[config.mk]
export PLATFORM = sky130hd
export DESIGN_NAME = mem_port_arbiter
export DESIGN_NICKNAME = d
export VERILOG_FILES = /design/src/rtl/mem_arb_pkg.sv /design/src/rtl/arb_pick2.sv /design/src/rtl/mem_port_arbiter.sv
export SDC_FILE = /design/constraint.sdc
export NUM_CORES = 1
export LEC_CHECK = 0
export CELL_PAD_IN_SITES_DETAIL_PLACEMENT = 2
export CELL_PAD_IN_SITES_GLOBAL_PLACEMENT = 2
export CORE_MARGIN = 8
export CORE_UTILIZATION = 22
export CTS_BUF_LIST = sky130_fd_sc_hd__clkbuf_4 sky130_fd_sc_hd__clkbuf_8 sky130_fd_sc_hd__clkbuf_16
export DETAILED_ROUTE_END_ITERATION = 10
export GPL_ROUTABILITY_DRIVEN = 0
export HOLD_SLACK_MARGIN = 0.05
export PLACE_DENSITY = 0.86
export SLEW_MARGIN = 20
export SYNTH_ARGS = -nofsm -noshare
export SYNTH_HDL_FRONTEND = slang
export SYNTH_SLANG_ARGS = --single-unit
[constraint.sdc]
create_clock -name clk -period 4 [get_ports clk]
set_input_delay 1.2 -clock clk [delete_from_list [all_inputs] [get_ports clk]]
set_output_delay 1.2 -clock clk [all_outputs]
set_load 0.01 [all_outputs]
[src/rtl/mem_arb_pkg.sv]
// mem_arb_pkg: shared types and widths for mem_port_arbiter.
//   Width/mode macros normally come from rv32i_defs.sv; the fallbacks below
//   keep the package self-contained when that file is not part of the build.
//   Exports: ADDR_W, WORD_W, MODE_W, WORD_MODE, resp_state_t, owner_t.
`ifndef ADDR_WIDTH
`define ADDR_WIDTH 32
`endif
`ifndef WORD_WIDTH
`define WORD_WIDTH 32
`endif
`ifndef MEMORY_MODE_WIDTH
`define MEMORY_MODE_WIDTH 2
`endif
`ifndef WORD_MEMORY_MODE
`define WORD_MEMORY_MODE 2'b10
`endif

package mem_arb_pkg;
   localparam int ADDR_W = `ADDR_WIDTH;
   localparam int WORD_W = `WORD_WIDTH;
   localparam int MODE_W = `MEMORY_MODE_WIDTH;
   localparam logic [MODE_W-1:0] WORD_MODE = `WORD_MEMORY_MODE;

   // Which response the memory owes on the next cycle
   typedef enum logic [1:0] {IDLE, RESP_IF, RESP_D_RD, RESP_D_WR} resp_state_t;

   typedef enum logic {OWNER_IF, OWNER_D} owner_t;
endpackage

[src/rtl/arb_pick2.sv]
// arb_pick2: two-requester grant logic for the shared memory port.
//   Default: data port beats fetch port; a starve counter forces a fetch
//   grant after STARVE_LIMIT consecutive lost cycles.
//   MEM_PORT_ARB_RR_EN defined: round-robin pointer, no starve counter.
// Ports:
//   clk, rst   clock, synchronous active-high reset
//   ifReq/dReq requests (fetch / data)
//   ifGnt/dGnt combinational grants, at most one high, both low in reset
module arb_pick2
   import mem_arb_pkg::*;
#(
   parameter int STARVE_LIMIT = 4
) (
   input  logic clk,
   input  logic rst,
   input  logic ifReq,
   input  logic dReq,
   output logic ifGnt,
   output logic dGnt
);

`ifdef MEM_PORT_ARB_RR_EN
   // prio names the port that wins the next contention
   owner_t prio;

   always_ff @(posedge clk) begin
      if (rst)        prio <= OWNER_IF;
      else if (ifGnt) prio <= OWNER_D;
      else if (dGnt)  prio <= OWNER_IF;
   end

   always_comb begin
      ifGnt = 1'b0;
      dGnt  = 1'b0;
      if (!rst) begin
         if (ifReq && dReq) begin
            ifGnt = (prio == OWNER_IF);
            dGnt  = (prio == OWNER_D);
         end else begin
            ifGnt = ifReq;
            dGnt  = dReq;
         end
      end
   end
`else
   localparam int CW = $clog2(STARVE_LIMIT + 1);

   logic [CW-1:0] starveCnt;
   logic          starved;

   assign starved = (starveCnt >= CW'(STARVE_LIMIT));

   always_comb begin
      ifGnt = 1'b0;
      dGnt  = 1'b0;
      if (!rst) begin
         ifGnt = ifReq && (!dReq || starved);
         dGnt  = dReq && !ifGnt;
      end
   end

   // Counts cycles fetch waited; saturates, although a starved fetch always
   // wins its next cycle so the limit is never exceeded in practice.
   always_ff @(posedge clk) begin
      if (rst || !ifReq || ifGnt) starveCnt <= '0;
      else if (!starved)          starveCnt <= starveCnt + CW'(1);
   end
`endif

endmodule

[src/rtl/mem_port_arbiter.sv]
// mem_port_arbiter: shares one single-port memory between the fetch port
//   (if_*) and the data port (d_*). One access granted per cycle; the
//   response FSM remembers who owns the in-flight access so the read data
//   (valid one cycle after the grant) is routed back to its owner.
// Ports:
//   clk, rst            clock, synchronous active-high reset
//   if_req/addr/gnt     fetch request (word reads only)
//   if_rvalid/rdata     fetch response, rdata held between responses
//   d_req/we/mode/addr/wdata/gnt  data request
//   d_rvalid/rdata      data response (write ack leaves rdata unchanged)
//   mem_*               memory interface (memRead/memWrite/addrUnit/address/
//                       dataIn out, dataOut in)
// Config macro: MEM_PORT_ARB_RR_EN selects round-robin arbitration.
module mem_port_arbiter
   import mem_arb_pkg::*;
#(
   parameter int ADDR_WIDTH     = ADDR_W,
   parameter int MEM_ADDR_WIDTH = 10,
   parameter int WORD_WIDTH     = WORD_W,
   parameter int MODE_WIDTH     = MODE_W,
   parameter int STARVE_LIMIT   = 4
) (
   input  logic                      clk,
   input  logic                      rst,
   input  logic                      if_req,
   input  logic [ADDR_WIDTH-1:0]     if_addr,
   output logic                      if_gnt,
   output logic                      if_rvalid,
   output logic [WORD_WIDTH-1:0]     if_rdata,
   input  logic                      d_req,
   input  logic                      d_we,
   input  logic [MODE_WIDTH-1:0]     d_mode,
   input  logic [ADDR_WIDTH-1:0]     d_addr,
   input  logic [WORD_WIDTH-1:0]     d_wdata,
   output logic                      d_gnt,
   output logic                      d_rvalid,
   output logic [WORD_WIDTH-1:0]     d_rdata,
   output logic                      mem_memRead,
   output logic                      mem_memWrite,
   output logic [MODE_WIDTH-1:0]     mem_addrUnit,
   output logic [MEM_ADDR_WIDTH-1:0] mem_address,
   output logic [WORD_WIDTH-1:0]     mem_dataIn,
   input  logic [WORD_WIDTH-1:0]     mem_dataOut
);

   resp_state_t               state, stateNext;
   logic [MEM_ADDR_WIDTH-1:0] addrHold;
   logic [WORD_WIDTH-1:0]     dataHold;
   logic [WORD_WIDTH-1:0]     ifHold;
   logic [WORD_WIDTH-1:0]     dHold;

   // High address bits are deliberately dropped
   logic unusedAddrHi;
   assign unusedAddrHi = ^{if_addr[ADDR_WIDTH-1:MEM_ADDR_WIDTH],
                           d_addr[ADDR_WIDTH-1:MEM_ADDR_WIDTH]};

   arb_pick2 #(
      .STARVE_LIMIT (STARVE_LIMIT)
   ) uPick (
      .clk   (clk),
      .rst   (rst),
      .ifReq (if_req),
      .dReq  (d_req),
      .ifGnt (if_gnt),
      .dGnt  (d_gnt)
   );

   // Response FSM: state register
   always_ff @(posedge clk) begin
      if (rst) state <= IDLE;
      else     state <= stateNext;
   end

   // Response FSM: next state follows this cycle's grant
   always_comb begin
      stateNext = IDLE;
      if (if_gnt)     stateNext = RESP_IF;
      else if (d_gnt) stateNext = d_we ? RESP_D_WR : RESP_D_RD;
   end

   // Response FSM outputs and memory-side muxing
   always_comb begin
      mem_memRead  = 1'b0;
      mem_memWrite = 1'b0;
      mem_addrUnit = '0;
      mem_address  = addrHold;
      mem_dataIn   = dataHold;
      if_rvalid    = 1'b0;
      d_rvalid     = 1'b0;
      if_rdata     = ifHold;
      d_rdata      = dHold;
      if (rst) begin
         // Hold registers only clear at the first reset edge; force zero now
         mem_address = '0;
         mem_dataIn  = '0;
         if_rdata    = '0;
         d_rdata     = '0;
      end else begin
         if (if_gnt) begin
            mem_memRead  = 1'b1;
            mem_addrUnit = WORD_MODE;
            mem_address  = if_addr[MEM_ADDR_WIDTH-1:0];
         end else if (d_gnt) begin
            mem_memRead  = ~d_we;
            mem_memWrite = d_we;
            mem_addrUnit = d_mode;
            mem_address  = d_addr[MEM_ADDR_WIDTH-1:0];
            mem_dataIn   = d_wdata;
         end
         case (state)
            RESP_IF: begin
               if_rvalid = 1'b1;
               if_rdata  = mem_dataOut;
            end
            RESP_D_RD: begin
               d_rvalid = 1'b1;
               d_rdata  = mem_dataOut;
            end
            RESP_D_WR: d_rvalid = 1'b1;
            default: ;
         endcase
      end
   end

   // Address/data hold so the memory bus stays quiet between grants, and
   // per-port read data hold so rdata survives until the next response.
   always_ff @(posedge clk) begin
      if (rst) begin
         addrHold <= '0;
         dataHold <= '0;
         ifHold   <= '0;
         dHold    <= '0;
      end else begin
         if (if_gnt || d_gnt)       addrHold <= mem_address;
         if (d_gnt)                 dataHold <= d_wdata;
         if (state == RESP_IF)      ifHold   <= mem_dataOut;
         if (state == RESP_D_RD)    dHold    <= mem_dataOut;
      end
   end

endmodule
## Word level (Yosys, flattened, before mapping)

Index checks and enable logic that the tools add are counted.

- $add $sub $neg: 1
- $mul: 0
- Div/mod/pow operators: 0
- $lt $le $gt $ge: 1
- Eq/ne operators: 3
- Shifts and indexed selects: 0
- Mux-type cells: 28
- Bitwise logic cells: 2
- Reduce and logical (&&, ||, !) cells: 11

Operators by type and width:

| kind | number |
|---|---|
| 2-to-1 mux 32 bit | 7 |
| 2-to-1 mux 10 bit | 3 |
| 2-to-1 mux 1 bit | 15 |
| 2-to-1 mux 2 bit | 3 |
| equality test 2 bit (second input constant) | 2 |
| logical OR 1 bit | 4 |
| adder 3 x 1 -> 3 bit (second input constant) | 1 |
| greater-or-equal comparator 3 bit (second input constant) | 1 |
| zero test 1 bit | 3 |
| OR reduction 3 bit | 1 |
| equality test 2 x 1 -> 1 bit (second input constant) | 1 |
| logical AND 1 bit | 2 |
| inverter 1 bit | 2 |
| OR reduction 2 bit | 1 |

- Flip-flop bits (word level): 111
- Bits in latches: 0
- RAM bits: 0
- Bits in read-only memories: 0
- Input port bits: 135
- Output and inout port bits: 114
- Logic and storage cells: 53
- Memories kept: 0

## Depth between registers and ports, before layout

Gate-level depths: netlist of run 1.

- Depth in word-level cells: 9
- Depth in mapped cells: 5
- Depth with buffers taken out: 3

## By module

From an unflattened synthesis of run 1, not the netlist that was laid out.

- Cell total of the unflattened synthesis: 580
- Area total of the unflattened synthesis: 4595.7 um2

Modules (own cells, without submodules):

| module | instances | cells each | area an instance (um2) | seq. area each (um2) |
|---|---|---|---|---|
| mem_port_arbiter | 1 | 565 | 4446.8 | 2162.1 |
| arb_pick2 | 1 | 15 | 148.9 | 60.1 |

## Worst setup path before layout of run 1

OpenSTA, ideal clock, no wires.

- Path kind: input -> output
- Start: input rst
- End: output mem_address[0]
- Data arrival time: 2.096 ns
- Data required time: 2.800 ns
- Path slack: 0.704 ns
- Stages on the path: 5
- Buffers on the path: 2
- Cells stage by stage: buf_6 > nand2b_1 > a21oi_2 > buf_2 > a221o_1

- Elaborated cells between the ends (all ways): 5
- Those cells by class: mux: 5

RTL lines:

| what | RTL line | text |
|---|---|---|
| start: declaration | mem_port_arbiter.sv:24 | `input logic rst,` |
| 2-to-1 mux 1 bit | arb_pick2.sv:56 | `if (!rst) begin` |
| named net if_gnt | mem_port_arbiter.sv:27 | `output logic if_gnt,` |
| 2-to-1 mux 10 bit | mem_port_arbiter.sv:99 | `if (if_gnt) begin` |
| 2-to-1 mux 10 bit | mem_port_arbiter.sv:92 | `if (rst) begin` |
| end: declaration | mem_port_arbiter.sv:41 | `output logic [MEM_ADDR_WIDTH-1:0] mem_address,` |

The timed path passes the listed nets, and every way through them passes these cells.

## Worst setup path in the final report of run 1

- Start: input if_req
- End: output mem_address[1]

- Longest elaborated chain between the ends: 7
- Elaborated cells between the ends (all ways): 8
- Those cells by class: mux: 5; reduce/logical: 3

Ends and longest elaborated chain:

| what | RTL line | text |
|---|---|---|
| start: declaration | mem_port_arbiter.sv:25 | `input logic if_req,` |
| logical AND 1 bit * | arb_pick2.sv:57 | `ifGnt = ifReq && (!dReq \|\| starved);` |
| zero test 1 bit | arb_pick2.sv:58 | `dGnt = dReq && !ifGnt;` |
| logical AND 1 bit | arb_pick2.sv:58 |  |
| 2-to-1 mux 1 bit | arb_pick2.sv:56 |  |
| 2-to-1 mux 10 bit | mem_port_arbiter.sv:103 | `end else if (d_gnt) begin` |
| 2-to-1 mux 10 bit * | mem_port_arbiter.sv:99 |  |
| 2-to-1 mux 10 bit * | mem_port_arbiter.sv:92 |  |

Mark *: on every way between the ends. The rest lies on a longest branch, timed or not.

==> results of run 1 <==
how the worst max path moves through the flow:
stage / startpoint / cells past startpoint / endpoint
global placement: d_req / 5 / mem_address[0]
CTS: if_req / 7 / mem_addrUnit[1]
floorplan: rst / 5 / mem_address[0]
finish: if_req / 7 / mem_address[1]
detailed placement: d_req / 5 / mem_address[5]
global route: if_req / 7 / mem_dataIn[8]
metal layers:
metal / share of wire, % / global-route usage, % / vias up / routed length [um]
met5: 0 / 0 / - / 0
met4: 1.4 / 4.22 / 0 / 284
met3: 7.7 / 5.10 / 18 / 1510
met2: 49 / 26.7 / 141 / 9660
met1: 42 / 18.3 / 2476 / 8240
li1: - / - / 2317 / -
flip-flops by register name, indices dropped and copies added, names as in the netlist:
register and flops:
dataHold 32, dHold 32, ifHold 32, state 2, addrHold 10, uPick.starveCnt 3
stage by stage:
stage | instances | area [um2]
after global placement | 1004 | 7010
after global routing | 1025 | 7390
after detailed placement | 1004 | 7010
final | 1025 | 7390
after CTS | 1024 | 7380
after floorplan | 545 | 4470
logic make-up after synthesis:
logic type,share of synthesized area (%)
and+or+nand+nor,14.8
DFF,49.7
AOI/OAI and AO/OA,29.2
buffers and inverters,5.76
adders and majority gates,0.559
cell usage in the layout (no fill, tap or decap), types with 14 or more instances in the layout:
master,Yosys,layout
a221o_1,20,20
clkdlybuf4s50_1,0,155
o2111ai_1,32,32
dlygate4sd2_1,0,45
and2_1,15,14
o21ai_1,9,14
a21oi_1,128,128
dfxtp_1,111,111
buf_4,0,31
nand2_1,128,128
o21ai_0,23,18
power by group through the flow:
stage	sequential [W]	clock (W)	combinational [W]
after floorplan	0.00119	0	0.000187
after global placement	0.00119	0	0.000466
after detailed placement	0.00120	0	0.000479
after CTS	0.00117	0.000929	0.000482
after global routing	0.00118	0.000974	0.000515
final	0.00117	0.000889	0.000474
worst min-delay path, stage by stage, from the launching register on:
cell and delay (ns):
dfxtp_1 0.30, nand2_1 0.05, a21oi_1 0.07
area by class of cell:
type,instances,area [um2]
fillers,2256,12700
repair buffers,247,2500
flip-flops and latches,111,2220
multi-input cells,374,2020
well taps,270,338
clock buffers,9,225
clock inverters,7,55.1
inverters,6,22.5
diodes,1,2.50
repair_timing:
action,CTS,global route
hold endpoints to repair,0,0
setup endpoints to repair,48,5
cloned,3,0
hold buffers,0,0
setup buffers,1,0
gates resized for setup,59,5
==> results.md, run 1 <==
- Worst r2r path cells: 5
- Hold path depth: 2
- Syn Std Cell Area: 0.00447 mm2
- CP peak stage delay: 0.33 ns
- Critical Path RT: 2.80 ns
- Psw: 0.000698 W
- Total wire length: 19700 um
- RSZ-0062 raised after global routing: no
- Total congestion overflow: 0
- Initial Util: between 20 and 25%
- Share of the synthesized area in the top cell type: between 40% and 50%
- R2r startpoint: uPick.starveCnt[2]$_SDFFE_PP0N_
- Critical path class: in -> out
- Mapped Cells: 545
- Static leakage: 2.83 nW
- Vias in the first global route: 5503
- Outcome: finished clean
- Final worst slack: 0.0668 ns
- Clock-pin slew on the worst setup and hold paths: 0.07 ns
- Die span in y: approximately 160 um
- Max stage delay cell, worst path: a221o_1
- DR vias: 4952
- Clock network power share: 35.1%
- Final worst path period share: 98.3%
- Internal power: around 0.0018 W
- Layout cells sized above 1: a little over 9%
- CP bufs+invs: 4
- DRC: 0
- Logic pwr share: 18.7%
- Fin. Hold Viols: 0
- Startpoint Class: input pin
- Synth Flop Type: dfxtp_1
- Die ar.: 0.0252 mm2
- Nets@finish: 886
- Worst EP arrival: 2.73 ns
- Count of different cell masters after synthesis: 25
- Post-layout util: roughly 37%
- Max_slew headroom: about 63%
- CTS tree: built
- Site Rows: 52
- Synth warnings: 0
- Die extent in x: around 160 um
- CP Max Fanout: 10
- CTS Buf Count: 9
- Main area contributors after synthesis: dfxtp_1 (50%), a21oi_1 (14%), nand2_1 (11%)
- Area delta synth->final: 65.3%
- Setup TNS: 0 ns
- Hold EP: dHold[15]$_DFF_P_
- First-pass GRT wire length: a little over 30000 um
- Via density: 4.83
- Worst-Skew Late Latency: 0.35 ns
- Slew @ Worst Pin: 0.550 ns
- Seq pwr share: 46.2%
- CP Capture Type: output pin
- Max cap viols: 0
- Final min period: ~3.9 ns
- Core Box Area: just over 0.02 mm2
- R2r endpoint: addrHold[9]$_SDFFE_PP0P_
- Synthesized Nets: 682
- Clock tree sinks: 111
- # IOs: between 200 and 250
- Flop2flop setup slack: around 2.4 ns
- Post-synth EDFFs: 0
- H-tree levels: 3
- Post-synth ARST share: 0%
- Yosys reg bits: 111
- Pwr Density: around 340 mW/mm2
- Initial antenna violation count: 1
- DR pass1 iterations: 4
- Critical path cell sequence: dlygate4sd2_1 -> buf_4 -> nand2b_1 -> a21oi_4 -> bufbuf_16 -> a221o_1 -> dlygate4sd2_1
- Post-place setup slack: -0.655 ns
- Fmax: approximately 250 MHz
- Post-synth top area cell: dfxtp_1
- Top delay family on crit path: buffers and inverters
- Clock tree buffer depth: 2
- Number of DRC markers in iteration 0: ~140
- Synth Area per Inst: 8.21 um2
- Root Driver: clkbuf_16
- Setup Skew: 0.00775 ns
- Register area share after synthesis: 49.7%
- Antenna Violating Nets Remaining: 0
- Worst path most repeated cell: dlygate4sd2_1
- Post-DP HPWL: 13800 um
- Switch share: around 28%
- Final setup violation count: 0
- Total power draw: ~0.0025 W
- PortBufs: 204
- Commonest cells in the netlist: a21oi_1 (128), nand2_1 (128), dfxtp_1 (111)
- Total track usage: approximately 16%
- Largest net degree at the start of global routing: 83
- Wire per inst: 19.2 um
- Peak VDD IR: approximately 0.15 mV
- Hold crit path type: reg -> reg
- Max Slew Vio Count: 0
- Worst Hold Launch: dHold[15]$_DFF_P_
- Hold Slack: 0.467 ns
Power figures use the tool's default switching activity.
==> run 2: changes to the inputs <==
--- a/config.mk
+++ b/config.mk
@@ -5,6 +5,7 @@
 export SDC_FILE = /design/constraint.sdc
 export NUM_CORES = 1
 export LEC_CHECK = 0
+export CAP_MARGIN = 20
 export CELL_PAD_IN_SITES_DETAIL_PLACEMENT = 2
 export CELL_PAD_IN_SITES_GLOBAL_PLACEMENT = 2
 export CORE_MARGIN = 8
==> results of run 2 <==
The final DEF is identical to that of run 1; final timing and power are the same.
==> run 3: changes to the inputs <==
--- a/config.mk
+++ b/config.mk
@@ -9,12 +9,12 @@
 export CELL_PAD_IN_SITES_DETAIL_PLACEMENT = 2
 export CELL_PAD_IN_SITES_GLOBAL_PLACEMENT = 2
 export CORE_MARGIN = 8
-export CORE_UTILIZATION = 22
-export CTS_BUF_LIST = sky130_fd_sc_hd__clkbuf_4 sky130_fd_sc_hd__clkbuf_8 sky130_fd_sc_hd__clkbuf_16
+export CORE_UTILIZATION = 20
+export CTS_BUF_LIST = sky130_fd_sc_hd__clkbuf_16
 export DETAILED_ROUTE_END_ITERATION = 10
 export GPL_ROUTABILITY_DRIVEN = 0
 export HOLD_SLACK_MARGIN = 0.05
-export PLACE_DENSITY = 0.86
+export PLACE_DENSITY = 0.79
 export SLEW_MARGIN = 20
 export SYNTH_ARGS = -nofsm -noshare
 export SYNTH_HDL_FRONTEND = slang
==> constraint.sdc (replaced) <==
create_clock -name clk -period 4.1 [get_ports clk]
set_input_delay 1.23 -clock clk [delete_from_list [all_inputs] [get_ports clk]]
set_output_delay 1.23 -clock clk [all_outputs]
set_load 0.01 [all_outputs]
==> results.md, run 3 (synthesized netlist as in run 1, its figures left out) <==
- Fill cells: around 2500
- Total wire length: 19100 um
- Sequential cell area: about 0.0022 mm2
- Die span in y: 166 um
- Largest net degree at the start of global routing: 67
- RSZ-0062 raised after global routing: no
- Vias in the first global route: 5290
- Multi-input logic area: 0.00201 mm2
- Logic pwr share: between 10% and 20%
- Antenna Violating Nets Remaining: 0
- Core Box Area: around 0.022 mm2
- Outcome: finished clean
- H-tree levels: 3
- Worst path most repeated cell: buf_4
- Die extent in x: between 150 and 200 um
- Nets@finish: 889
- Hold crit path type: reg -> reg
- Max_slew headroom: between 60 and 70%
- Pwr Density: 334 mW/mm2
- Critical Path RT: 2.87 ns
- Final min period: 4.03 ns
- Area delta synth->final: 65.8%
- Top flop regs: dHold (32), dataHold (32), ifHold (32)
- Psw: 0.000682 W
- Leading cell type in the layout, fill and taps excluded: clkdlybuf4s50_1
- Fmax: 248 MHz
- Critical path cell sequence: buf_4 -> buf_4 -> nand2b_1 -> a21oi_2 -> buf_12 -> a221o_1 -> clkdlybuf4s50_1
- Startpoint Class: input pin
- Worst-Skew Late Latency: 0.36 ns
- DR pass1 iterations: 4
- CTS tree: built
- Post-layout util: 33.9%
- CP peak stage delay: 0.55 ns
- PortBufs: slightly above 200
- Die ar.: 0.0274 mm2
- Clock tree sinks: 111
- Fin. Hold Viols: 0
- DRC: 0
- Final worst path period share: between 90% and 100%
- DP Area: between 0.007 and 0.008 mm2
- Switch share: 27.5%
- Final instance area: 0.00742 mm2
- Setup Skew: 0.0152 ns
- Critical Path Source: rst
- Clock-pin slew on the worst setup and hold paths: around 0.08 ns
- Via density: 4.68
- # IOs: 249
- Root Driver: clkbuf_16
- Internal power: ~0.0018 W
- Wire per inst: 18.5 um
- Max Slew Vio Count: 0
- CP Capture Type: output pin
- Most frequent cells in the layout: clkdlybuf4s50_1 (187), nand2_1 (128), a21oi_1 (128)
- Critical path class: in -> out
- Max cap viols: 0
- Post-CTS setup buffer count: 0
- First-pass GRT wire length: about 30000 um
- Number of DRC markers in iteration 0: 183
- Layout cells sized above 1: 9.51%
- Initial Util: 20.4%
- Final setup violation count: 0
- Initial antenna violation count: 0
- DR vias: ~4900
- Clock tree buffer depth: 2
- Total congestion overflow: 0
- Peak VDD IR: 0.161 mV
- Antenna cells: 0
- Total track usage: between 10% and 20%
- Worst EP arrival: 2.80 ns
- Seq pwr share: between 40% and 50%
- Total power draw: 0.00248 W
- Site Rows: 54
- CP Max Fanout: 23
- Max stage delay cell, worst path: clkdlybuf4s50_1
- CTS Buf Count: 9
- R2r startpoint: uPick.starveCnt[2]$_SDFFE_PP0N_
- Clock network power share: between 30% and 40%
- Slew @ Worst Pin: 0.533 ns
- Static leakage: between 2 and 3 nW
- Post-DP HPWL: 13700 um
- Worst Hold Launch: ifHold[11]$_DFF_P_
[run 3: cell types whose count changed in the layout (fill, tap and decap cells not counted), sizes merged, moves of 2 or more]
cell / previous run / this run
bufbuf: 3 / 1
dlymetal6s2s: 2 / 8
clkdlybuf4s50: 155 / 187
dlygate4sd2: 45 / 6
buf: 41 / 47
[run 3: power groups by stage]
| stage | Combinational (W) | Sequential, W | Clock (W) |
|---|---|---|---|
| 6_report | 0.000464 | 0.00114 | 0.000871 |
| 5_1_grt | 0.000506 | 0.00115 | 0.000943 |
| 4_1_cts | 0.000475 | 0.00114 | 0.000909 |
| 3_5_place_dp | 0.000467 | 0.00117 | 0 |
| 3_3_place_gp | 0.000458 | 0.00117 | 0 |
| 2_1_floorplan | 0.000183 | 0.00116 | 0 |
[run 3: timing repair]
| action | in CTS | in global routing |
|---|---|---|
| endpoints found under the hold margin | 0 | 0 |
| endpoints found under the setup margin | 49 | 40 |
| gates resized for setup | 18 | 15 |
| gates cloned | 1 | 0 |
| hold buffers | 0 | 0 |
| pin swaps | 0 | 0 |
[run 3: path summary, 6_finish.rpt]
check	slack [ns]	cells after the start	end
setup / recovery	0.07	7	mem_address[0]
hold / removal	0.46	2	ifHold[11]$_DFF_P_
setup reg to reg	2.48	5	addrHold[5]$_SDFFE_PP0P_
hold reg to reg	0.46	2	ifHold[11]$_DFF_P_
[run 3: through the flow]
step	setup slack, ns	hold WS [ns]	setup TNS [ns]	cells
after global placement	-0.710	0.448	-18.66	1020
final	0.0709	0.462	0	1037
after CTS	0.00224	0.469	0	1037
after floorplan	0.744	0.475	0	545
after detailed placement	-0.441	0.455	-17.36	1020
after global routing	0.00383	0.491	0	1037
[run 3: routing by layer]
| metal | GRT usage, % | up-vias | routed length [um] |
|---|---|---|---|
| met5 | 0 | - | 0 |
| met4 | 3.69 | 0 | 226 |
| met3 | 4.31 | 13 | 1310 |
| met2 | 23.7 | 125 | 9250 |
| met1 | 16.6 | 2384 | 8340 |
| li1 | - | 2331 | - |
[run 3: critical path, delay by kind of cell]
kind,cells,cell delay (ns)
AOI/OAI and AO/OA,2,0.35
buffers and inverters,4,1.03
and+or+nand+nor,1,0.18
[run 3: layout make-up]
cell class	instances	share of cell area [%]
Clock buffer	9	3.04
Clock inverter	7	0.742
Inverter	6	0.304
Multi-Input combinational cell	374	27.1
Sequential cell	111	30.0
Tap cell	280	4.72
Timing Repair Buffer	250	34.1
==> variant, RTL diff (config.mk and constraints of run 3) <==
Re-encode `resp_state_t` (4 states) as Gray code, 2 bits wide.
--- a/src/rtl/mem_arb_pkg.sv
+++ b/src/rtl/mem_arb_pkg.sv
@@ -22,7 +22,7 @@
    localparam logic [MODE_W-1:0] WORD_MODE = `WORD_MEMORY_MODE;
 
    // Which response the memory owes on the next cycle
-   typedef enum logic [1:0] {IDLE, RESP_IF, RESP_D_RD, RESP_D_WR} resp_state_t;
+   typedef enum logic [1:0] {IDLE = 2'b00, RESP_IF = 2'b01, RESP_D_RD = 2'b11, RESP_D_WR = 2'b10} resp_state_t;
 
    typedef enum logic {OWNER_IF, OWNER_D} owner_t;
 endpackage
Behaviour: no difference found for any inputs over 4 cycles, from zero or initial values and one cycle with rst high; so few cycles prove little.
==> variant against run 3 <==
- setup slack got worse by 20 ps
- sequential cell count unchanged
- area after synthesis decreased by 0.25%
- global-route usage decreased by 0.090 points
- power decreased by 2.1%
- routed wire length increased by 1.9%
- clock skew decreased by 9.9 ps
- design area about the same
- sequential share of layout area about the same
- critical path depth unchanged
- critical path type unchanged
- highest routed layer is now met5
==> variant: results <==
set metrics [dict create \
    via_per_inst 4.70 \
    ys_top_cells_by_area "dfxtp_1 50%, a21oi_1 14%, nand2_1 11%" \
    arrival_ps 2820 \
    min_from "ifHold[27]" \
    status "completed" \
    placed_area_um2 7020 \
    grt_max_degree 72 \
    peakVddDrop_mv 0.189 \
    cts_made_buffers 9 \
    nFillCells 2493 \
    antenna_found_initial 1 \
    synthTopCellsByCount "129 x nand2_1, 128 x a21oi_1, 111 x dfxtp_1, 37 x clkbuf_1, 32 x o2111ai_1" \
    final_layout_size_suffix_gt1_frac 0.0863 \
    wire_per_inst_um 18.9 \
    grt_pass1_wl_mm 29.5 \
    avgSynthCellArea_um2 8.19 \
    htreeDepth 3 \
    leakage_nw 3.02 \
    grt_pass1_vias 5286 \
    r2r-start "uPick.starveCnt[2]" \
    place_inst 1015 \
    slew_headroom 0.543 \
    layout.nets 885 \
    cp-startpoint "if_req" \
    largest_registers "dHold: 32 flops, dataHold: 32 flops, ifHold: 32 flops" \
    drt_iter0_drc 127 \
    routed_wl_mm 19.5 \
    skew_ps 5.29 \
    r2r_cells 6 \
    seq_area_frac_synth 0.498 \
    grtUsageTotal 0.138 \
    yosysUniqueCellTypes 23 \
    path_max_fanout 12 \
]
## variant: worst max-delay path, stage by stage
cell and delay, ps:
dlygate4sd2_1 270, buf_4 140, and2_4 190, nor2_4 60, buf_12 140, a221o_1 280
clkdlybuf4s50_1 490
## variant: final cells by class
type                       count  area, um^2  share of cell area
clock inverter                 7        58.8             0.00793
timing repair buffer         246        2520               0.340
multi-input combinational    374        2010               0.272
inverter                       6        22.5             0.00304
sequential                   111        2220               0.300
tap                          280         350              0.0472
clock buffer                   9         225              0.0304
## variant: cell families after synthesis
group | share of synthesized area
fa+ha+maj | 0.00561
flops | 0.498
simple gates | 0.147
compound gates | 0.294
buf+inv | 0.0555
## variant: worst paths after layout
check                         to  slack (ps)
setup / recovery  mem_address[4]          50
hold / removal        ifHold[27]         460
setup reg to reg     addrHold[1]        2460
hold reg to reg       ifHold[27]         460
## variant: repair_timing
| item | CTS | global route |
|---|---|---|
| setup buffers | 0 | 0 |
| endpoints found under the setup margin | 48 | 28 |
| gates resized for setup | 28 | 31 |
| cloned | 0 | 2 |
## variant: power by group
| group | switching [mW] | total (mW) | internal (mW) |
|---|---|---|---|
| clock | 0.448 | 0.870 | 0.422 |
| sequential | 0.0115 | 1.13 | 1.12 |
| combinational | 0.200 | 0.421 | 0.221 |
| total | 0.660 | 2.42 | 1.77 |
## variant: routing by layer
| metal | share of wire | vias up | track usage |
|---|---|---|---|
| met5 | 0.00067 | - | 0 |
| met3 | 0.087 | 11 | 0.0607 |
| met4 | 0.0077 | 2 | 0.0231 |
| met2 | 0.49 | 131 | 0.240 |
| li1 | - | 2321 | - |
| met1 | 0.42 | 2390 | 0.156 |
## variant: through the flow
step                      setup slack (ps)  TNS (ps)
after floorplan                        702         0
after global routing                -0.704    -0.704
after CTS                             3.42         0
final                                 50.9         0
after global placement                -677    -18980
after detailed placement              -815    -21020
